## config.mk

```make
export PLATFORM = sky130hd
export DESIGN_NAME = call_stack
export DESIGN_NICKNAME = d
export VERILOG_FILES = /design/src/rtl/call_stack.sv
export SDC_FILE = /design/constraint.sdc
export NUM_CORES = 1
export LEC_CHECK = 0
export ABC_CLOCK_PERIOD_IN_PS = 2600
export BUFFER_PORTS_ARGS = -buffer_cell sky130_fd_sc_hd__buf_2
export CAP_MARGIN = 0
export CORE_UTILIZATION = 55
export CTS_CLUSTER_DIAMETER = 60
export DETAILED_ROUTE_END_ITERATION = 7
export GPL_TIMING_DRIVEN = 1
export PLACE_DENSITY = 0.76
export SLEW_MARGIN = 20
export SYNTH_ARGS = -nofsm -noshare
export SYNTH_HDL_FRONTEND = slang
export SYNTH_SLANG_ARGS = --single-unit
```

## constraint.sdc

```tcl
create_clock -name clk -period 2.6 [get_ports clk]
set_input_delay 0.26 -clock clk [delete_from_list [all_inputs] [get_ports clk]]
set_output_delay 0.26 -clock clk [all_outputs]
set_load 0.02 [all_outputs]
```

## src/rtl/call_stack.sv

```systemverilog
// call_stack: parametrised return-address stack with ring-buffer storage, replace-top, and sticky error flags.
// Define CALL_STACK_WRAP_EN so that a push while full overwrites the oldest entry instead of being dropped.
module call_stack #(
  parameter int WIDTH = 8,
  parameter int DEPTH = 16
) (
  input  logic                       clk,
  input  logic                       reset,
  input  logic                       push,
  input  logic                       pop,
  input  logic [WIDTH-1:0]           data_in,
  input  logic                       clear_err,
  output logic [WIDTH-1:0]           top,
  output logic [$clog2(DEPTH+1)-1:0] count,
  output logic                       empty,
  output logic                       full,
  output logic                       overflow,
  output logic                       underflow
);
  localparam int AW = $clog2(DEPTH);
  localparam int CW = $clog2(DEPTH+1);
  logic [WIDTH-1:0] mem_q [DEPTH];
  logic [AW-1:0]    wp_q, wp_d, top_idx, wr_addr;
  logic [CW-1:0]    count_q, count_d;
  logic             overflow_q, overflow_d, underflow_q, underflow_d;
  logic             do_replace, do_push, do_pop, wr_en;
  assign empty     = count_q == '0;
  assign full      = count_q == CW'(DEPTH);
  assign count     = count_q;
  assign overflow  = overflow_q;
  assign underflow = underflow_q;
  assign top_idx   = wp_q - AW'(1);
  assign top       = empty ? '0 : mem_q[top_idx];
  always_comb begin
    do_replace  = push && pop && !empty;
    do_push     = push && !do_replace;
    do_pop      = pop && !push && !empty;
`ifdef CALL_STACK_WRAP_EN
    wr_en       = do_replace || do_push;
`else
    wr_en       = do_replace || (do_push && !full);
`endif
    wr_addr     = do_replace ? top_idx : wp_q;
    wp_d        = (wr_en && !do_replace) ? wp_q + AW'(1) : do_pop ? wp_q - AW'(1) : wp_q;
    count_d     = (do_push && !full) ? count_q + CW'(1) : do_pop ? count_q - CW'(1) : count_q;
    // an error in the same cycle as clear_err leaves its flag set
    overflow_d  = (do_push && full) || (overflow_q && !clear_err);
    underflow_d = (pop && !push && empty) || (underflow_q && !clear_err);
  end
  always_ff @(posedge clk or posedge reset)
    if (reset) begin
      wp_q        <= '0;
      count_q     <= '0;
      overflow_q  <= 1'b0;
      underflow_q <= 1'b0;
    end else begin
      wp_q        <= wp_d;
      count_q     <= count_d;
      overflow_q  <= overflow_d;
      underflow_q <= underflow_d;
    end
  always_ff @(posedge clk)
    if (wr_en && !reset) mem_q[wr_addr] <= data_in;
endmodule

```

==> metrics.md, run 1 <==
| Metric | Value |
|---|---|
| Leakage | 2.55 nW |
| Pwr Density | 1400 nW/um^2 |
| Die height | 105 um |
| Leading post-synthesis cells by cell area | edfxtp_1 66%, mux4_2 12%, dfrtp_1 4.7% |
| Dpl hpwl | 7360 um |
| CTS sink count | 139 |
| Vias | 3287 |
| Status | complete, but fails checks |
| CTS tree | yes |
| Die Span X | 105 um |
| DIE AREA | 11000 sq um |
| Arrival time at the worst endpoint | 2450 ps |
| Peak VDD IR | 1.35 mV |
| Synth top cells by count | 128 x edfxtp_1, 32 x mux4_2, 23 x nor2_1 |
| Tot Pwr | 0.0101 W |
| Top Ports | 30 |
| Global-route wire length before repair | 19400 um |
| Number of global-route vias before repair | 3364 |
| Syn Area/Cell | 18.4 sq um |
| Maximum clock rate | 0.369 GHz |
| Mapped Nets | 335 |
| Post-Route Setup TNS | -609 ps |
| Crit path launch | wp_q[0]$_DFFE_PP0P_ |
| Antenna Cells | 0 |
| Total Wirelength | 13100 um |
| Top delay family on crit path | multiplexers |
| Max Clock Skew | 5.85 ps |
| Drt initial violations | 247 |
| Synth-to-Final Area Change | 24.8% |
| Port Buffers | 29 |
| Layout net count | 407 |
| Initial antenna violation count | 0 |
| CTS max path bufs | 2 |
| Yosys warning total | 0 |
| Slew Viols, Final | 0 |
| Critical Path Fanout Max | 6 |
| HP Start | pop |
| Cell variety after synth | 43 |
| #FFs+latches synth | 139 |
| Max transition margin | 0.561 |
| Placed cells | 494 |
| Final worst path period share | 1.04 |
| Worst-margin pin slew | 653 ps |
| CP bufs+invs | 3 |
| Setup WS pre-CTS | 119 ps |
| Hold Fails Final Rpt | 0 |
| Insertion delay to the later sink of the worst-skew pair | 510 ps |
| RSZ-0062 raised after global routing | true |
| Worst path required time | 2340 ps |
| Period minus WS final | 2710 ps |
| Worst r2r src | count[0]$_DFFE_PP0P_ |
| Post-Synthesis Cells | 316 |
| Initial Utilization | 0.565 |
| Setup WS post-layout | -111 ps |
| Max stage delay cell, worst path | dfrtp_2 |
| Sequential area share after synthesis | 0.709 |
| Vias per inst | 6.12 |
| Biggest area consumer among synthesized cells | edfxtp_1 |
| Crit path kind | reg2out |
| Async SR Flop Fraction | 0.0791 |
| Final ANT Viol Nets | 0 |
| Post-route DRC | 0 |
| Top FF cell, synth | edfxtp_1 |
| Row cnt | 37 |
| GRT Residual Overflow | 0 |
| First-pass DRT Iterations | 5 |
| Top-count cell post-synth | edfxtp_1 |
| Synth Cell Area | 5810 sq um |
| CTS buffer count | 17 |
| Core Area | 10300 sq um |
| CP peak stage delay | 460 ps |
| Post-Route Utilization | 0.705 |
| Post-synth top area share | 0.662 |
| Routed len/inst | 24.5 um |
| H-tree levels | 4 |
| Layout Cells excl Fill | 537 |
| Gr usage total | 0.251 |
| Clk root buf | clkbuf_8 |
| Hold Crit Class | in2reg |
| EDFF count, synth | 128 |
| Final setup violation count | 8 |
| Max-Cap Viols | 0 |
| Setup crit start kind | register |
| Layout cells sized above 1 | 0.404 |
| Clock-pin slew on the worst setup and hold paths | 60 ps |
| Failing checks | setup timing |
| Routability cong. | 0.871 |
| Worst Setup End Kind | output port |
| Pin count of the biggest net entering global routing | 27 |
| CP cell instances | inv_4, ha_4, clkbuf_16, mux4_2, mux2i_2, o22ai_2, buf_6 |
stage by stage:
step,hold WS (ps),cell area [sq um]
floorplan,112,5810
global placement,304,6300
detailed placement,314,6300
CTS,11.4,7080
global route,28.4,7250
finish,43.4,7250
cell usage in the layout, fill, tap and decap left out, drive strengths merged, types with 5 or more instances in the layout:
master  count
nor2       23
mux2i      20
buf        63
inv        14
xnor2       6
ha          5
clkbuf     22
nand2       9
dfrtp      11
mux4       32
o22ai       8
a21oi       7
edfxtp    128
clkinv      7
where the power goes:
part           switching (W)  internal (W)  total [W]
Combinational        0.00255       0.00244    0.00498
Sequential          0.000188       0.00264    0.00282
Clock               0.000862       0.00145    0.00231
repair_timing:
item,CTS,global route
hold buffers,2,0
buffers inserted,3,2
cloned,1,3
pin swaps,1,6
hold endpoints to repair,12,0
endpoints found under the setup margin,8,9
gates resized for setup,30,19
final timing paths:
path | to | slack, ps | cells past startpoint
setup / recovery | top[2] | -110 | 7
setup reg to reg | mem_q[6][3]$_DFFE_PP_ | 70 | 7
max in group asynchronous | wp_q[1]$_DFFE_PP0P_ | 1900 | 3
hold / removal | overflow$_DFF_PP0_ | 40 | 2
hold reg to reg | overflow$_DFF_PP0_ | 530 | 2
min in group asynchronous | underflow$_DFF_PP0_ | 340 | 3
layout make-up:
type | count | area, sq um
clock buffer | 19 | 422
tap | 136 | 170
inverter | 13 | 51.3
sequential | 139 | 4120
clock inverter | 13 | 150
multi-input combinational | 149 | 1740
timing repair buffer | 68 | 588
fill | 620 | 3030
cells by family (layout without fill, tap and decap cells):
group / Yosys count / after routing / synth area share
flops: 139 / 139 / 0.709
mux: 54 / 54 / 0.162
simple gates: 48 / 48 / 0.0377
compound gates: 31 / 31 / 0.0412
buf+inv: 28 / 113 / 0.0200
xor+xnor: 10 / 10 / 0.0151
fa+ha+maj: 6 / 6 / 0.0142
state kept, by name, summed over array words and instances (netlist names):
signal / count
underflow: 1
overflow: 1
count: 5
mem_q: 128
wp_q: 4
layer usage:
metal | track usage | share of wire | up-vias | wire length [um]
li1 | - | - | 1413 | -
met1 | 0.311 | 0.37 | 1671 | 4920
met2 | 0.419 | 0.54 | 168 | 7060
met3 | 0.0636 | 0.059 | 35 | 772
met4 | 0.112 | 0.030 | 0 | 393
met5 | 0 | 0 | - | 0
(Power assumes the default switching activity.)
==> inputs of run 2 (changes only) <==
--- a/config.mk
+++ b/config.mk
@@ -8,11 +8,12 @@
 export ABC_CLOCK_PERIOD_IN_PS = 2600
 export BUFFER_PORTS_ARGS = -buffer_cell sky130_fd_sc_hd__buf_2
 export CAP_MARGIN = 0
-export CORE_UTILIZATION = 55
+export CORE_UTILIZATION = 57
+export CTS_BUF_LIST = sky130_fd_sc_hd__clkbuf_4
 export CTS_CLUSTER_DIAMETER = 60
 export DETAILED_ROUTE_END_ITERATION = 7
 export GPL_TIMING_DRIVEN = 1
-export PLACE_DENSITY = 0.76
+export PLACE_DENSITY = 0.78
 export SLEW_MARGIN = 20
 export SYNTH_ARGS = -nofsm -noshare
 export SYNTH_HDL_FRONTEND = slang
==> run 2 against run 1 <==
Effect of this change:
- the flow still finishes with violations (setup timing)
- sequential cell count is the same
- sequential share of layout area grew 0.18 points
- worst setup slack got worse by 16 ps
- critical path type unchanged
- largest power group unchanged
==> metrics.md, run 2 (same netlist as run 1, synthesis figures left out) <==
| Metric | Value |
|---|---|
| Status | complete, but fails checks (unchanged) |
| Failing checks | setup timing (unchanged) |
| Most frequent cells in the layout | 128 x edfxtp_1, 34 x buf_4, 32 x mux4_2 (was 128 x edfxtp_1, 32 x mux4_2, 30 x buf_4) |
| CTS sink count | 139 (unchanged) |
| GRT Residual Overflow | 0 (unchanged) |
| Port Buffers | 29 (unchanged) |
| Core Area | 9820 sq um (was 10300 sq um) |
| Flop2flop setup slack | 60 ps (was 70 ps) |
| Gr usage total | 0.261 (was 0.251) |
| Number of global-route vias before repair | 3292 (was 3364) |
| Area occupied by multi-input gates | 1800 sq um (was 1740 sq um) |
| Peak VDD IR | 0.905 mV (was 1.35 mV) |
| Drt initial violations | 285 (was 247) |
| Layout cells sized above 1 | 0.438 (was 0.404) |
| Layout net count | 420 (was 407) |
| CP bufs+invs | 4 (was 3) |
| Setup WS pre-CTS | 129 ps (was 119 ps) |
| Setup WS post-layout | -127 ps (was -111 ps) |
| HP Start | data_in[5] (was pop) |
| Vias per inst | 6.23 (was 6.12) |
| Initial Utilization | 0.591 (was 0.565) |
| Die height | 103 um (was 105 um) |
| CTS tree | yes (unchanged) |
| CP peak stage delay | 470 ps (was 460 ps) |
| Max reg flops | 128 (unchanged) |
| Leakage | 2.53 nW (was 2.55 nW) |
| H-tree levels | 4 (unchanged) |
| Clock-pin slew on the worst setup and hold paths | 120 ps (was 60 ps) |
| Top cell by count, worst path | buf_6 |
| Clk root buf | clkbuf_4 (was clkbuf_8) |
| Global-route wire length before repair | 18600 um (was 19400 um) |
| Vias | 3410 (was 3287) |
| Largest Register | mem_q (unchanged) |
| Period minus WS final | 2730 ps (was 2710 ps) |
| Post-Route Utilization | 0.736 (was 0.705) |
| Slew Viols, Final | 0 (unchanged) |
| Top delay family on crit path | buffers and inverters (was multiplexers) |
| Max Clock Skew | 12.5 ps (was 5.85 ps) |
| Total Wirelength | 13300 um (was 13100 um) |
| Worst-margin pin slew | 467 ps (was 653 ps) |
| Routability cong. | 0.953 (was 0.871) |
| Max-Cap Viols | 0 (unchanged) |
| Final worst path period share | 1.05 (was 1.04) |
| Hold slack | 117 ps (was 43.4 ps) |
| DIE AREA | 10600 sq um (was 11000 sq um) |
| Clk pwr share | 0.154 (was 0.228) |
| Crit path kind | reg2out (unchanged) |
| Setup crit start kind | register (unchanged) |
| Worst path required time | 2340 ps (about the same) |
| Final setup violation count | 8 (unchanged) |
| Hold Fails Final Rpt | 0 (unchanged) |
| Placed cells | 493 (was 494) |
| Register Area | 4120 sq um (about the same) |
| Worst r2r src | wp_q[0]$_DFFE_PP0P_ (was count[0]$_DFFE_PP0P_) |
| Maximum clock rate | 0.367 GHz (was 0.369 GHz) |
| Row cnt | 36 (was 37) |
| Max stage delay cell, worst path | dfrtp_2 (unchanged) |
| Die Span X | 103 um (was 105 um) |
| Synth-to-Final Area Change | 24.5% (was 24.8%) |
| Arrival time at the worst endpoint | 2470 ps (was 2450 ps) |
| Pwr Density | 1370 nW/um^2 (was 1400 nW/um^2) |
| Sequential power share | 0.285 (was 0.279) |
| Worst Setup End Kind | output port (unchanged) |
| Dpl hpwl | 7410 um (was 7360 um) |
| NetSw | 0.00363 W (was 0.00360 W) |
| Critical Path Fanout Max | 5 (was 6) |
| Layout Cells excl Fill | 547 (was 537) |
| Max transition margin | 0.688 (was 0.561) |
| Final ANT Viol Nets | 0 (unchanged) |
| First-pass DRT Iterations | 4 (was 5) |
| Comb pwr share | 0.561 (was 0.493) |
| Switching Fraction | 0.367 (was 0.356) |
| Internal power | 0.00626 W (was 0.00652 W) |
| Insertion delay to the later sink of the worst-skew pair | 510 ps (about the same) |
| Post-route DRC | 0 (unchanged) |
| Crit path launch | wp_q[0]$_DFFE_PP0P_ (unchanged) |
| Pin count of the biggest net entering global routing | 19 (was 27) |
| Post-Route Setup TNS | -552 ps (was -609 ps) |
| Fillers | 538 (was 620) |
| Routed len/inst | 24.2 um (was 24.5 um) |
| CTS buffer count | 17 (unchanged) |
| RSZ-0062 raised after global routing | true (unchanged) |
| Top Ports | 30 (unchanged) |
| Hold Crit Class | in2reg (unchanged) |
| Commonest non-fill, non-tap cell in the layout | edfxtp_1 (unchanged) |
| Initial antenna violation count | 1 (was 0) |
| CP cell instances | buf_6, nor3_4, xor2_4, buf_6, clkbuf_16, mux2i_2, o22ai_2, buf_6 (was inv_4, ha_4, clkbuf_16, mux4_2, mux2i_2, o22ai_2, buf_6) |
| CTS max path bufs | 2 (unchanged) |
[run 2: changes by cell type in the layout (fill, tap and decap cells not counted), moves of 2 or more]
cell,before,now
clkbuf_4,0,19
clkbuf_16,19,1
buf_6,4,13
buf_4,30,34
clkinv_2,4,0
buf_16,1,4
buf_2,24,21
mux2i_2,8,5
mux2i_4,5,8
o22ai_2,3,6
clkbuf_1,2,0
dfrtp_1,9,7
dfrtp_2,2,4
o22ai_1,4,2
[run 2: final timing paths]
kind,to,cells after the start
setup / recovery,top[0],8
hold / removal,mem_q[4][5]$_DFFE_PP_,1
setup reg to reg,mem_q[2][7]$_DFFE_PP_,10
hold reg to reg,underflow$_DFF_PP0_,1
max in group asynchronous,count[3]$_DFFE_PP0P_,3
min in group asynchronous,underflow$_DFF_PP0_,3
[run 2: layout make-up]
cell class | count | share of cell area
clock inverter | 12 | 0.0239
sequential | 139 | 0.571
clock buffer | 19 | 0.0197
antenna | 1 | 0.000346
timing repair buffer | 81 | 0.106
inverter | 13 | 0.00710
tap | 133 | 0.0230
multi-input combinational | 149 | 0.249
[run 2: per-layer routing]
metal / track usage / wire (um) / part of all wire
met5: 0 / 0 / 0
met4: 0.101 / 254 / 0.019
met3: 0.0739 / 1050 / 0.079
met2: 0.427 / 6940 / 0.52
met1: 0.335 / 5010 / 0.38
[run 2: metrics by stage]
stage	power [W]	instance area [sq um]
floorplan	0.00528	5810
global placement	0.00633	6320
detailed placement	0.00641	6320
CTS	0.00921	7070
global route	0.0103	7230
finish	0.00989	7230
[run 2: power by group through the flow]
stage / clock, W / combinational, W / sequential [W]
after floorplan: 0 / 0.00246 / 0.00282
after global placement: 0 / 0.00351 / 0.00282
after detailed placement: 0 / 0.00357 / 0.00284
after CTS: 0.00154 / 0.00487 / 0.00280
after global routing: 0.00164 / 0.00582 / 0.00284
final: 0.00152 / 0.00555 / 0.00282
[run 2: repair_timing]
| item | 4_1_cts | 5_1_grt |
|---|---|---|
| hold endpoints to repair | 13 | 0 |
| pin swaps | 3 | 7 |
| resized for setup | 44 | 33 |
| setup buffers | 12 | 3 |
| setup endpoints to repair | 8 | 66 |
| hold buffers | 3 | 0 |
| cloned | 5 | 1 |
==> inputs of run 3 (changes only) <==
--- a/config.mk
+++ b/config.mk
@@ -14,6 +14,7 @@
 export DETAILED_ROUTE_END_ITERATION = 7
 export GPL_TIMING_DRIVEN = 1
 export PLACE_DENSITY = 0.78
+export REMOVE_ABC_BUFFERS = 1
 export SLEW_MARGIN = 20
 export SYNTH_ARGS = -nofsm -noshare
 export SYNTH_HDL_FRONTEND = slang
==> run 3 against run 2 <==
Effect of this change:
- the run still ends with setup timing left
- hold slack worse by 13 ps
- final area up 0.38%
- combinational power down 1%
- critical path depth down 1
- count of clock-buffer cells in the layout down 1
- sequential cell count unchanged
- fmax down 0.96%
- sequential power about the same
- register-to-register slack worse by 50 ps
- sequential share of layout area down 0.25 points
- via count up 0.18%
- global-route usage down 0.94 points
==> metrics.md, run 3 (same netlist as run 1, synthesis figures left out) <==
| Metric | Value |
|---|---|
| Max Clock Skew | 18.1 ps (was 12.5 ps) |
| Post-Route Setup TNS | -943 ps (was -552 ps) |
| Status | complete, but fails checks (unchanged) |
| Total Wirelength | 13100 um (was 13300 um) |
| Hold Crit Class | in2reg (unchanged) |
| Setup WS pre-CTS | -9.81 ps (was 129 ps) |
| Final setup violation count | 8 (unchanged) |
| Layout cells sized above 1 | 0.442 (was 0.438) |
| Arrival time at the worst endpoint | 2490 ps (was 2470 ps) |
| Die height | 103 um (unchanged) |
| Leakage | 2.58 nW (was 2.53 nW) |
| GRT Residual Overflow | 0 (unchanged) |
| Fillers | 583 (was 538) |
| Row cnt | 36 (unchanged) |
| Clk root buf | clkbuf_4 (unchanged) |
| Period minus WS final | 2750 ps (was 2730 ps) |
| Worst path required time | 2340 ps (about the same) |
| First-pass DRT Iterations | 5 (was 4) |
| DIE AREA | 10600 sq um (unchanged) |
| Setup crit start kind | register (unchanged) |
| Pwr Density | 1340 nW/um^2 (was 1370 nW/um^2) |
| Routed len/inst | 23.5 um (was 24.2 um) |
| Clock-pin slew on the worst setup and hold paths | 130 ps (was 120 ps) |
| Post-Route Utilization | 0.739 (was 0.736) |
| Layout Cells excl Fill | 556 (was 547) |
| Maximum clock rate | 0.363 GHz (was 0.367 GHz) |
| CTS buffer count | 17 (unchanged) |
| Max-Cap Viols | 0 (unchanged) |
| CTS max path bufs | 2 (unchanged) |
| Die Span X | 103 um (unchanged) |
| Routability cong. | 0.818 (was 0.953) |
| Worst Setup End Kind | output port (unchanged) |
| Number of global-route vias before repair | 3203 (was 3292) |
| Vias | 3416 (was 3410) |
| CTS tree | yes (unchanged) |
| Final ANT Viol Nets | 0 (unchanged) |
| Initial Utilization | 0.591 (unchanged) |
| CTS sink count | 139 (unchanged) |
| H-tree levels | 4 (unchanged) |
| Antenna Cells | 0 (was 1) |
| Peak VDD IR | 0.626 mV (was 0.905 mV) |
| RSZ-0062 raised after global routing | true (unchanged) |
| Post-route DRC | 0 (unchanged) |
| Crit path kind | reg2out (unchanged) |
| Failing checks | setup timing (unchanged) |
| Final worst path period share | 1.06 (was 1.05) |
| Max reg flops | 128 (unchanged) |
| Hold slack | 103 ps (was 117 ps) |
| Max transition margin | 0.655 (was 0.688) |
| Port Buffers | 29 (unchanged) |
| Placed cells | 496 (was 493) |
| Pin count of the biggest net entering global routing | 20 (was 19) |
| Drt initial violations | 299 (was 285) |
| Largest Register | mem_q (unchanged) |
| Core Area | 9820 sq um (unchanged) |
| Vias per inst | 6.14 (was 6.23) |
| Commonest non-fill, non-tap cell in the layout | edfxtp_1 (unchanged) |
| Dpl hpwl | 7030 um (was 7410 um) |
| Synth-to-Final Area Change | 25.0% (was 24.5%) |
| Most frequent cells in the layout | 128 x edfxtp_1, 45 x buf_4, 32 x mux4_2 (was 128 x edfxtp_1, 34 x buf_4, 32 x mux4_2) |
| Layout net count | 429 (was 420) |
| Slew Viols, Final | 0 (unchanged) |
| Global-route wire length before repair | 18000 um (was 18600 um) |
| Critical Path Fanout Max | 9 (was 5) |
| Initial antenna violation count | 0 (was 1) |
| Top Ports | 30 (unchanged) |
| Insertion delay to the later sink of the worst-skew pair | 530 ps (was 510 ps) |
| Worst-margin pin slew | 514 ps (was 467 ps) |
| Gr usage total | 0.252 (was 0.261) |
| Setup WS post-layout | -154 ps (was -127 ps) |
| Hold Fails Final Rpt | 0 (unchanged) |
==> run 3: cell count changes in the layout (fill, tap and decap cells not counted), moves of 3 or more <==
cell,previous run,this run
buf_2,21,24
buf_4,34,45
buf_6,13,5
mux2i_1,7,12
mux2i_4,8,3
o22ai_1,2,5
o22ai_2,6,3
==> run 3: final timing paths <==
| kind | start | endpoint | slack [ps] | cells past startpoint |
|---|---|---|---|---|
| setup / recovery | wp_q[1]$_DFFE_PP0P_ | top[0] | -150 | 7 |
| max in group asynchronous | reset | wp_q[1]$_DFFE_PP0P_ | 1950 | 3 |
| min in group asynchronous | reset | count[4]$_DFFE_PP0P_ | 310 | 3 |
| hold / removal | data_in[3] | mem_q[2][3]$_DFFE_PP_ | 100 | 1 |
| hold reg to reg | underflow$_DFF_PP0_ | underflow$_DFF_PP0_ | 530 | 1 |
| setup reg to reg | count[1]$_DFFE_PP0P_ | count[4]$_DFFE_PP0P_ | 10 | 10 |
==> run 3: power by group <==
part / switching (W) / internal, W / total [W]
clock network: 0.000784 / 0.000681 / 0.00146
logic: 0.00266 / 0.00283 / 0.00548
registers: 0.000169 / 0.00263 / 0.00280
==> run 3: metal layers <==
| metal | part of all wire | up-vias | GRT usage |
|---|---|---|---|
| met1 | 0.42 | 1748 | 0.348 |
| met5 | 0 | - | 0 |
| met2 | 0.49 | 171 | 0.388 |
| met3 | 0.063 | 35 | 0.0631 |
| li1 | - | 1462 | - |
| met4 | 0.031 | 0 | 0.104 |
==> run 3: repair_timing <==
action,in CTS,in global routing
hold buffers,2,1
pin swaps,9,11
gates resized for setup,32,33
setup endpoints to repair,9,26
setup buffers,11,8
gates cloned,4,2
endpoints found under the hold margin,12,1
==> run 3: critical path: stages, from the launching register on <==
cell and delay (ps):
dfrtp_2 470, nor3_2 220, buf_4 190, xor2_4 250
buf_12 210, mux2i_2 270, o22ai_1 150, buf_2 180
==> run 3: area by class of cell <==
class                   count  area, sq um  share of cell area
flip-flops and latches    139         4120               0.568
multi-input cells         149         1760               0.243
repair buffers             90          852               0.117
clock inverters            14          168              0.0231
well taps                 133          166              0.0229
clock buffers              18          135              0.0186
inverters                  13         51.3             0.00707
==> run 3: metrics by stage <==
step,power (W),instance area [sq um]
2_1_floorplan,0.00522,5740
3_5_place_dp,0.00631,6310
5_1_grt,0.0101,7260
4_1_cts,0.00877,6960
3_3_place_gp,0.00625,6310
6_report,0.00974,7260
